$ cat src/rtl/ov7670_emul_if.sv
// Sensor-side signal bundle for the OV7670 emulator: control inputs plus the pclk/vsync/href/d bus.
// No handshake: href qualifies d, both are sampled at the rising edge of pclk and the receiver cannot stall.
interface ov7670_emul_if;
    logic        en;
    logic [1:0]  pattern;
    logic [11:0] solid_rgb;
    logic        pclk;
    logic        vsync;
    logic        href;
    logic [7:0]  d;
    logic        frame_done;
    logic [7:0]  frame_cnt;
    logic [2:0]  state_dbg;

    modport master (
        input  en, pattern, solid_rgb,
        output pclk, vsync, href, d, frame_done, frame_cnt, state_dbg
    );

    modport slave (
        output en, pattern, solid_rgb,
        input  pclk, vsync, href, d, frame_done, frame_cnt, state_dbg
    );
endinterface

$ cat src/rtl/ov7670_emul.sv
// OV7670 camera emulator: generates RGB444 frames from an internal test pattern with sensor timing.
// All sync/data outputs move only on pclk falling edges so they are stable when the receiver samples.
module ov7670_emul #(
    parameter int c_img_cols     = 80,
    parameter int c_img_rows     = 60,
    parameter int c_hblank       = 16,
    parameter int c_vsync_lines  = 3,
    parameter int c_vback_lines  = 10,
    parameter int c_vfront_lines = 6
) (
    input  logic              clk,
    input  logic              rst,
    ov7670_emul_if.master     bus
);

    localparam int c_line     = 2 * c_img_cols + c_hblank;
    localparam int c_vs_ticks = c_vsync_lines * c_line;
    localparam int c_vb_ticks = c_vback_lines * c_line;
    localparam int c_vf_ticks = c_vfront_lines * c_line;
    localparam int c_cnt_w    = $clog2(c_line * (c_vsync_lines + c_vback_lines + c_vfront_lines) + 1);
    localparam int c_col_w    = (c_img_cols > 1) ? $clog2(c_img_cols) : 1;
    localparam int c_row_w    = (c_img_rows > 1) ? $clog2(c_img_rows) : 1;

    typedef logic [c_cnt_w-1:0] cnt_t;

    localparam cnt_t c_vs_last  = cnt_t'(c_vs_ticks - 1);
    localparam cnt_t c_vb_last  = cnt_t'(c_vb_ticks - 1);
    localparam cnt_t c_vf_last  = cnt_t'(c_vf_ticks - 1);
    localparam cnt_t c_act_last = cnt_t'(2 * c_img_cols - 1);
    localparam cnt_t c_hb_last  = cnt_t'(c_hblank - 1);
    localparam logic [c_row_w-1:0] c_row_last = c_row_w'(c_img_rows - 1);

    typedef enum logic [2:0] {
        ST_IDLE, ST_VSYNC, ST_VBACK, ST_ACTIVE, ST_HBLANK, ST_VFRONT
    } state_t;

    state_t               state_q, state_d;
    cnt_t                 cnt_q, cnt_d;
    logic [c_row_w-1:0]   row_q, row_d;
    logic [c_col_w-1:0]   col_q, col_d;
    logic                 phase_q, phase_d;
    logic                 pclk_q;
    logic                 vsync_q, vsync_d;
    logic                 href_q, href_d;
    logic [7:0]           d_q, d_d;
    logic [1:0]           pat_q, pat_d;
    logic [7:0]           frame_cnt_q, frame_cnt_d;
    logic                 frame_done_q, frame_done_d;

    // phase 0 carries {0,R}, phase 1 carries {G,B}
    function automatic logic [7:0] pix_byte(
        input logic [1:0]         pat,
        input logic [c_row_w-1:0] row,
        input logic [c_col_w-1:0] col,
        input logic               phase,
        input logic [11:0]        solid,
        input logic [3:0]         fcnt
    );
        logic [11:0] rgb;
        logic [2:0]  bar;
        bar = 3'(32'(col) / (c_img_cols / 8));
        case (pat)
            2'd0:    rgb = {{4{bar[2]}}, {4{bar[1]}}, {4{bar[0]}}};
            2'd1:    rgb = {4'(col), 4'(row), fcnt};
            2'd2:    rgb = solid;
            default: rgb = 12'(32'(row) * c_img_cols + 32'(col));
        endcase
        return phase ? rgb[7:0] : {4'h0, rgb[11:8]};
    endfunction

    always_comb begin
        state_d      = state_q;
        cnt_d        = cnt_q;
        row_d        = row_q;
        col_d        = col_q;
        phase_d      = phase_q;
        vsync_d      = vsync_q;
        href_d       = href_q;
        d_d          = d_q;
        pat_d        = pat_q;
        frame_cnt_d  = frame_cnt_q;
        frame_done_d = 1'b0;
        if (pclk_q) begin
            case (state_q)
                ST_IDLE: begin
                    if (bus.en) begin
                        state_d = ST_VSYNC;
                        vsync_d = 1'b1;
                        cnt_d   = '0;
                        pat_d   = bus.pattern;
                    end
                end
                ST_VSYNC: begin
                    if (cnt_q == c_vs_last) begin
                        state_d = ST_VBACK;
                        vsync_d = 1'b0;
                        cnt_d   = '0;
                    end else begin
                        cnt_d = cnt_q + 1'b1;
                    end
                end
                ST_VBACK: begin
                    if (cnt_q == c_vb_last) begin
                        state_d = ST_ACTIVE;
                        href_d  = 1'b1;
                        row_d   = '0;
                        col_d   = '0;
                        phase_d = 1'b0;
                        cnt_d   = '0;
                    end else begin
                        cnt_d = cnt_q + 1'b1;
                    end
                end
                ST_ACTIVE: begin
                    if (cnt_q == c_act_last) begin
                        state_d = ST_HBLANK;
                        href_d  = 1'b0;
                        cnt_d   = '0;
                    end else begin
                        cnt_d   = cnt_q + 1'b1;
                        phase_d = ~phase_q;
                        if (phase_q) col_d = col_q + 1'b1;
                    end
                end
                ST_HBLANK: begin
                    if (cnt_q == c_hb_last) begin
                        cnt_d = '0;
                        if (row_q != c_row_last) begin
                            state_d = ST_ACTIVE;
                            row_d   = row_q + 1'b1;
                            href_d  = 1'b1;
                            col_d   = '0;
                            phase_d = 1'b0;
                        end else begin
                            state_d = ST_VFRONT;
                        end
                    end else begin
                        cnt_d = cnt_q + 1'b1;
                    end
                end
                ST_VFRONT: begin
                    if (cnt_q == c_vf_last) begin
                        cnt_d        = '0;
                        frame_cnt_d  = frame_cnt_q + 1'b1;
                        frame_done_d = 1'b1;
                        // en is only honoured here and in IDLE, so a frame never stops early
                        if (bus.en) begin
                            state_d = ST_VSYNC;
                            vsync_d = 1'b1;
                            pat_d   = bus.pattern;
                        end else begin
                            state_d = ST_IDLE;
                        end
                    end else begin
                        cnt_d = cnt_q + 1'b1;
                    end
                end
                default: state_d = ST_IDLE;
            endcase
            d_d = href_d ? pix_byte(pat_q, row_d, col_d, phase_d, bus.solid_rgb, frame_cnt_q[3:0])
                         : 8'h00;
        end
    end

    always_ff @(posedge clk or negedge rst) begin
        if (!rst) begin
            state_q      <= ST_IDLE;
            cnt_q        <= '0;
            row_q        <= '0;
            col_q        <= '0;
            phase_q      <= 1'b0;
            pclk_q       <= 1'b0;
            vsync_q      <= 1'b0;
            href_q       <= 1'b0;
            d_q          <= 8'h00;
            pat_q        <= 2'd0;
            frame_cnt_q  <= 8'h00;
            frame_done_q <= 1'b0;
        end else begin
            state_q      <= state_d;
            cnt_q        <= cnt_d;
            row_q        <= row_d;
            col_q        <= col_d;
            phase_q      <= phase_d;
            pclk_q       <= ~pclk_q;
            vsync_q      <= vsync_d;
            href_q       <= href_d;
            d_q          <= d_d;
            pat_q        <= pat_d;
            frame_cnt_q  <= frame_cnt_d;
            frame_done_q <= frame_done_d;
        end
    end

    assign bus.pclk       = pclk_q;
    assign bus.vsync      = vsync_q;
    assign bus.href       = href_q;
    assign bus.d          = d_q;
    assign bus.frame_done = frame_done_q;
    assign bus.frame_cnt  = frame_cnt_q;
    assign bus.state_dbg  = state_q;

endmodule

$ cat src/flat_wrapper.sv
// flat-port wrapper written by rule: the top's interface ports become plain ports
module ov7670_emul_flat 
#(
    parameter int c_img_cols     = 80,
    parameter int c_img_rows     = 60,
    parameter int c_hblank       = 16,
    parameter int c_vsync_lines  = 3,
    parameter int c_vback_lines  = 10,
    parameter int c_vfront_lines = 6
)
  (clk, rst, bus_en, bus_pattern, bus_solid_rgb, bus_pclk, bus_vsync, bus_href, bus_d, bus_frame_done, bus_frame_cnt, bus_state_dbg);
  ov7670_emul_if bus_i ();
  input  logic clk;
  input  logic rst;
  input wire logic [$bits(bus_i.en)-1:0] bus_en;
  input wire logic [$bits(bus_i.pattern)-1:0] bus_pattern;
  input wire logic [$bits(bus_i.solid_rgb)-1:0] bus_solid_rgb;
  output wire logic [$bits(bus_i.pclk)-1:0] bus_pclk;
  output wire logic [$bits(bus_i.vsync)-1:0] bus_vsync;
  output wire logic [$bits(bus_i.href)-1:0] bus_href;
  output wire logic [$bits(bus_i.d)-1:0] bus_d;
  output wire logic [$bits(bus_i.frame_done)-1:0] bus_frame_done;
  output wire logic [$bits(bus_i.frame_cnt)-1:0] bus_frame_cnt;
  output wire logic [$bits(bus_i.state_dbg)-1:0] bus_state_dbg;
  assign bus_i.en = bus_en;
  assign bus_i.pattern = bus_pattern;
  assign bus_i.solid_rgb = bus_solid_rgb;
  assign bus_pclk = bus_i.pclk;
  assign bus_vsync = bus_i.vsync;
  assign bus_href = bus_i.href;
  assign bus_d = bus_i.d;
  assign bus_frame_done = bus_i.frame_done;
  assign bus_frame_cnt = bus_i.frame_cnt;
  assign bus_state_dbg = bus_i.state_dbg;
  ov7670_emul #(.c_img_cols(c_img_cols), .c_img_rows(c_img_rows), .c_hblank(c_hblank), .c_vsync_lines(c_vsync_lines), .c_vback_lines(c_vback_lines), .c_vfront_lines(c_vfront_lines)) u_core (.clk(clk), .rst(rst), .bus(bus_i));
endmodule
$ cat config.mk
export PLATFORM = sky130hd
export DESIGN_NAME = ov7670_emul_flat
export DESIGN_NICKNAME = d
export VERILOG_FILES = /design/src/rtl/ov7670_emul_if.sv /design/src/rtl/ov7670_emul.sv /design/src/flat_wrapper.sv
export SDC_FILE = /design/constraint.sdc
export NUM_CORES = 1
export LEC_CHECK = 0
export ABC_AREA = 1
export ABC_CLOCK_PERIOD_IN_PS = 4780
export CORE_MARGIN = 2
export CORE_UTILIZATION = 35
export DETAILED_ROUTE_END_ITERATION = 8
export HOLD_SLACK_MARGIN = 0.02
export SYNTH_ARGS = -nofsm -noshare
export SYNTH_HDL_FRONTEND = slang
export SYNTH_SLANG_ARGS = --single-unit
export TNS_END_PERCENT = 5
$ cat constraint.sdc
create_clock -name clk -period 4.78 [get_ports clk]
set_input_delay 0.478 -clock clk [delete_from_list [all_inputs] [get_ports clk]]
set_output_delay 0.478 -clock clk [all_outputs]
set_load 0.02 [all_outputs]
==> results.md <==
* Run status: completed
* Number of levels the H-tree was split into at 2
* Syn Area/Cell at ~7 um^2
* PwrDens at 373.7 mW/mm^2
* Post-Synthesis Cells at approximately 650
* Count of state elements after synthesis at just over 50
* Count of flip-flops with a built-in enable after synthesis at 0
* Clock Skews at 0.006764 ns
* Floorplan die width at about 120 um
* Critical Path Sink Type: register
* Power share of the sequential group at a little under a third
* Top-level port count at 40
* Share of the synthesized netlist area taken by xor and xnor gates at 3.481%
* Nets@finish at between 700 and 800
* Overall global routing resource usage at 17.57%
* Effective utilization at floorplan at a little over a third
* Number of buffers added by the clock tree synthesis step at 5
* Clk root buf: sky130_fd_sc_hd__clkbuf_16
* Peak fanout along the critical path at 7
* Instance count on the critical path at 35
* Number of I/O port buffers at 39
* Required time at the endpoint of the critical path at between 4 and 5 ns
* Overall power consumption at ~2 mW
* Net switching component of the power at slightly above 0.9 mW
* Final Util at between 40% and 50%
* Wire length reported by the detailed router at between 10000 and 15000 um
* Type of element launching the critical path: register
* Destination of the worst register-to-register timing path: u_core.bus.d[3]$_DFFE_PN0P_
* Number of cells on the worst reg-to-reg path at 35
* Wire length of the first global-routing pass at 20290 um
* Combinational family with the most area after synthesis: simple AND/OR/NAND/NOR gates
* Number of diodes added for antenna fixing at 0
* Number of buffer and inverter stages on the critical path at 5
* Num Clock Sinks at 51
* Highest achievable clock rate at 235.9 MHz
* TritonCTS clock tree: done
* Die boundary height at 117.8 um
* Die Footprint at roughly 0.014 mm^2
* Residual DRC count at 0
* Synthesized-area fraction occupied by ao, oa, aoi and oai cells at 12.68%
* Number of setup violations in the final report at 0
* Core footprint at 0.01262 mm^2
* Most frequent cells in the layout: sky130_fd_sc_hd__nand2_1, sky130_fd_sc_hd__inv_1, sky130_fd_sc_hd__nand3_1
* Placer Congestion at roughly 0.89
* Kind of critical path: register to register
* Via count at between 4000 and 5000
* Via-to-Cell Ratio at between 5 and 6
* DR pass1 iterations at 5
* Max IR drop VDD at between 0.2 and 0.3 mV
* FFs w/ async S/R, synth at 100.0%
* Area share of and/or/nand/nor cells after synthesis at between 40% and 50%
* Fraction of layout instances using a drive strength above 1 at a little over an eighth
* Internal Dissipation at between 1 and 1.5 mW
* Tightest slew margin relative to the limit at between 50% and 60%
* Switching Fraction at 46.42%
* Most used cell along the critical path: sky130_fd_sc_hd__nand2_1
* Rows at 41
* Initial drt markers at 320
* Setup slack on the worst flop-to-flop path at roughly 0.54 ns
* Remaining global-route overflow at 0
* Largest stage delay, worst path at approximately 0.40 ns
* Clock power share at 18.8%
* Post-synthesis sequential area ratio at between 20% and 30%
* Slew @ Worst Pin at about 0.69 ns
* Worst r2r src: u_core.row_q[0]$_DFFE_PN0P_
* Longest Clk Path Bufs at 2
* Pin count of the biggest net entering global routing at 52
* Adder-cell area share of the yosys netlist at 6.409%
* Class of the most critical hold timing path: primary input to async pin
* Main flop type after synthesis: sky130_fd_sc_hd__dfrtp_1
* Clock insertion delay at the later pin of the skew report at ~0.30 ns
* Unique cell type count in the Yosys netlist at 44
* Most common library cell in the layout ignoring fill and taps: sky130_fd_sc_hd__nand2_1
* Post-synthesis net count at approximately 690
* Register clock-pin slew on the reported worst setup and hold paths at 0.07 ns
* Count of synthesis-stage warnings from yosys at 0
* Minimum period implied by the final worst setup slack at around 4.2 ns
* Signed area change from the synthesized netlist to the final layout at 17.79%
* Standby leakage power at between 2 and 3 nW
* Mapped cell area at between 0.004 and 0.005 mm^2
* Portion of netlist area occupied by mux cells at 0%
* Period Utilization, post-route at 88.69%
* Crit path max-delay family: simple AND/OR/NAND/NOR gates
* Power share of the combinational group at 49.9%
* Average wire length per cell after detail routing at ~14 um
* Post-Route Setup TNS at 0 ns
* Number of antenna violations at the first check in global routing at 0
* Final Hold Viols at 0
* Critical Path Slowest Stage Cell: sky130_fd_sc_hd__dfrtp_1
* CP Data Arrival Time at ~4.4 ns
* Number of global-route vias before repair at 4213
* Number of pins exceeding their max-slew limit in the final report at 0
* Max-cap violation count at 0
* HPWL after detailed placement at approximately 9300 um
* Number of nets with antenna violations after detailed routing at 0
* Unrepaired setup endpoints after global routing: false
## cells by family (layout without fill, tap and decap cells)
| kind of cell | count (synthesis) | in the layout |
|---|---|---|
| DFF | 51 | 51 |
| and+or+nand+nor | 369 | 369 |
| AOI/OAI and AO/OA | 96 | 96 |
| adders and majority gates | 22 | 22 |
| xor gates and xnor gates | 18 | 18 |
| buffers and inverters | 98 | 143 |
## power groups by stage
stage / Clock [mW] / Combinational, mW / Sequential, mW
floorplan: 0 / 0.647 / 0.637
global placement: 0 / 0.971 / 0.625
detailed placement: 0 / 0.975 / 0.627
CTS: 0.385 / 0.979 / 0.619
global route: 0.409 / 1.12 / 0.641
finish: 0.376 / 0.994 / 0.624
## sequential cells by signal (all words and copies together), names as in the netlist
signal                 count
u_core.bus.d               8
u_core.bus.frame_cnt       8
u_core.bus.frame_done      1
u_core.bus.href            1
u_core.bus.pclk            1
u_core.bus.state_dbg       3
u_core.bus.vsync           1
u_core.cnt_q              12
u_core.col_q               7
u_core.pat_q               2
u_core.phase_q             1
u_core.row_q               6
## routing by layer
layer  up-vias  GRT usage, %  routed length [um]
met5         -             0                   0
met4         0         6.250                 266
met3        18         1.308                 410
met2       100         29.43                5565
met1      2095         23.84                5570
li1       2250             -                   -
## worst max-delay path by stage
stage	startpoint	to	slack (ns)
2_1_floorplan	u_core.cnt_q[0]$_DFFE_PN0P_	u_core.bus.d[0]$_DFFE_PN0P_	0.87
3_3_place_gp	u_core.cnt_q[0]$_DFFE_PN0P_	u_core.bus.d[0]$_DFFE_PN0P_	0.44
3_5_place_dp	u_core.cnt_q[0]$_DFFE_PN0P_	u_core.bus.d[3]$_DFFE_PN0P_	0.27
4_1_cts	u_core.cnt_q[0]$_DFFE_PN0P_	u_core.bus.d[3]$_DFFE_PN0P_	0.25
5_1_grt	u_core.cnt_q[0]$_DFFE_PN0P_	u_core.bus.d[1]$_DFFE_PN0P_	0.007
6_report	u_core.row_q[0]$_DFFE_PN0P_	u_core.bus.d[3]$_DFFE_PN0P_	0.54
## area by class of cell
class,instances,area [um^2]
repair buffers,48,452.9
well taps,172,215.2
clock inverters,3,26.28
fillers,1334,7284
flip-flops and latches,51,1279
multi-input cells,505,2905
clock buffers,5,125.1
inverters,87,331.6
## cell usage after synthesis, drive strengths merged, types with 2 or more instances
library cell / number / area, um^2
a21oi: 19 / 95.09
a221oi: 4 / 35.03
a22o: 3 / 26.28
a22oi: 4 / 30.03
a41oi: 2 / 17.52
buf: 3 / 21.27
clkbuf: 8 / 30.03
dfrtp: 51 / 1276
fa: 2 / 40.04
ha: 20 / 250.2
inv: 87 / 331.6
nand2: 200 / 853.3
nand3: 71 / 485.5
nand4: 12 / 75.07
nor2: 65 / 315.3
nor3: 16 / 85.08
nor4: 2 / 12.51
o211ai: 2 / 15.01
o21ai: 48 / 251.5
o22ai: 5 / 31.28
o31ai: 4 / 30.03
xnor2: 7 / 61.31
xor2: 11 / 96.34
## stage by stage
| stage | area [um^2] | worst slack (ns) | hold WS, ns | std cells |
|---|---|---|---|---|
| 2_1_floorplan | 4529 | 0.8652 | 0.1824 | 654 |
| 3_3_place_gp | 5109 | 0.4440 | 0.4664 | 858 |
| 3_5_place_dp | 5109 | 0.2732 | 0.4713 | 858 |
| 4_1_cts | 5260 | 0.2465 | 0.3289 | 866 |
| 5_1_grt | 5335 | 0.007058 | 0.3761 | 871 |
| 6_report | 5335 | 0.5404 | 0.3042 | 871 |
## repair_timing
item	4_1_cts	5_1_grt
buffers inserted	0	5
hold buffers	0	0
resized for setup	0	11
endpoints found under the setup margin	0	6
hold endpoints to repair	0	0
Note: power is estimated with default switching activity, not from simulation.
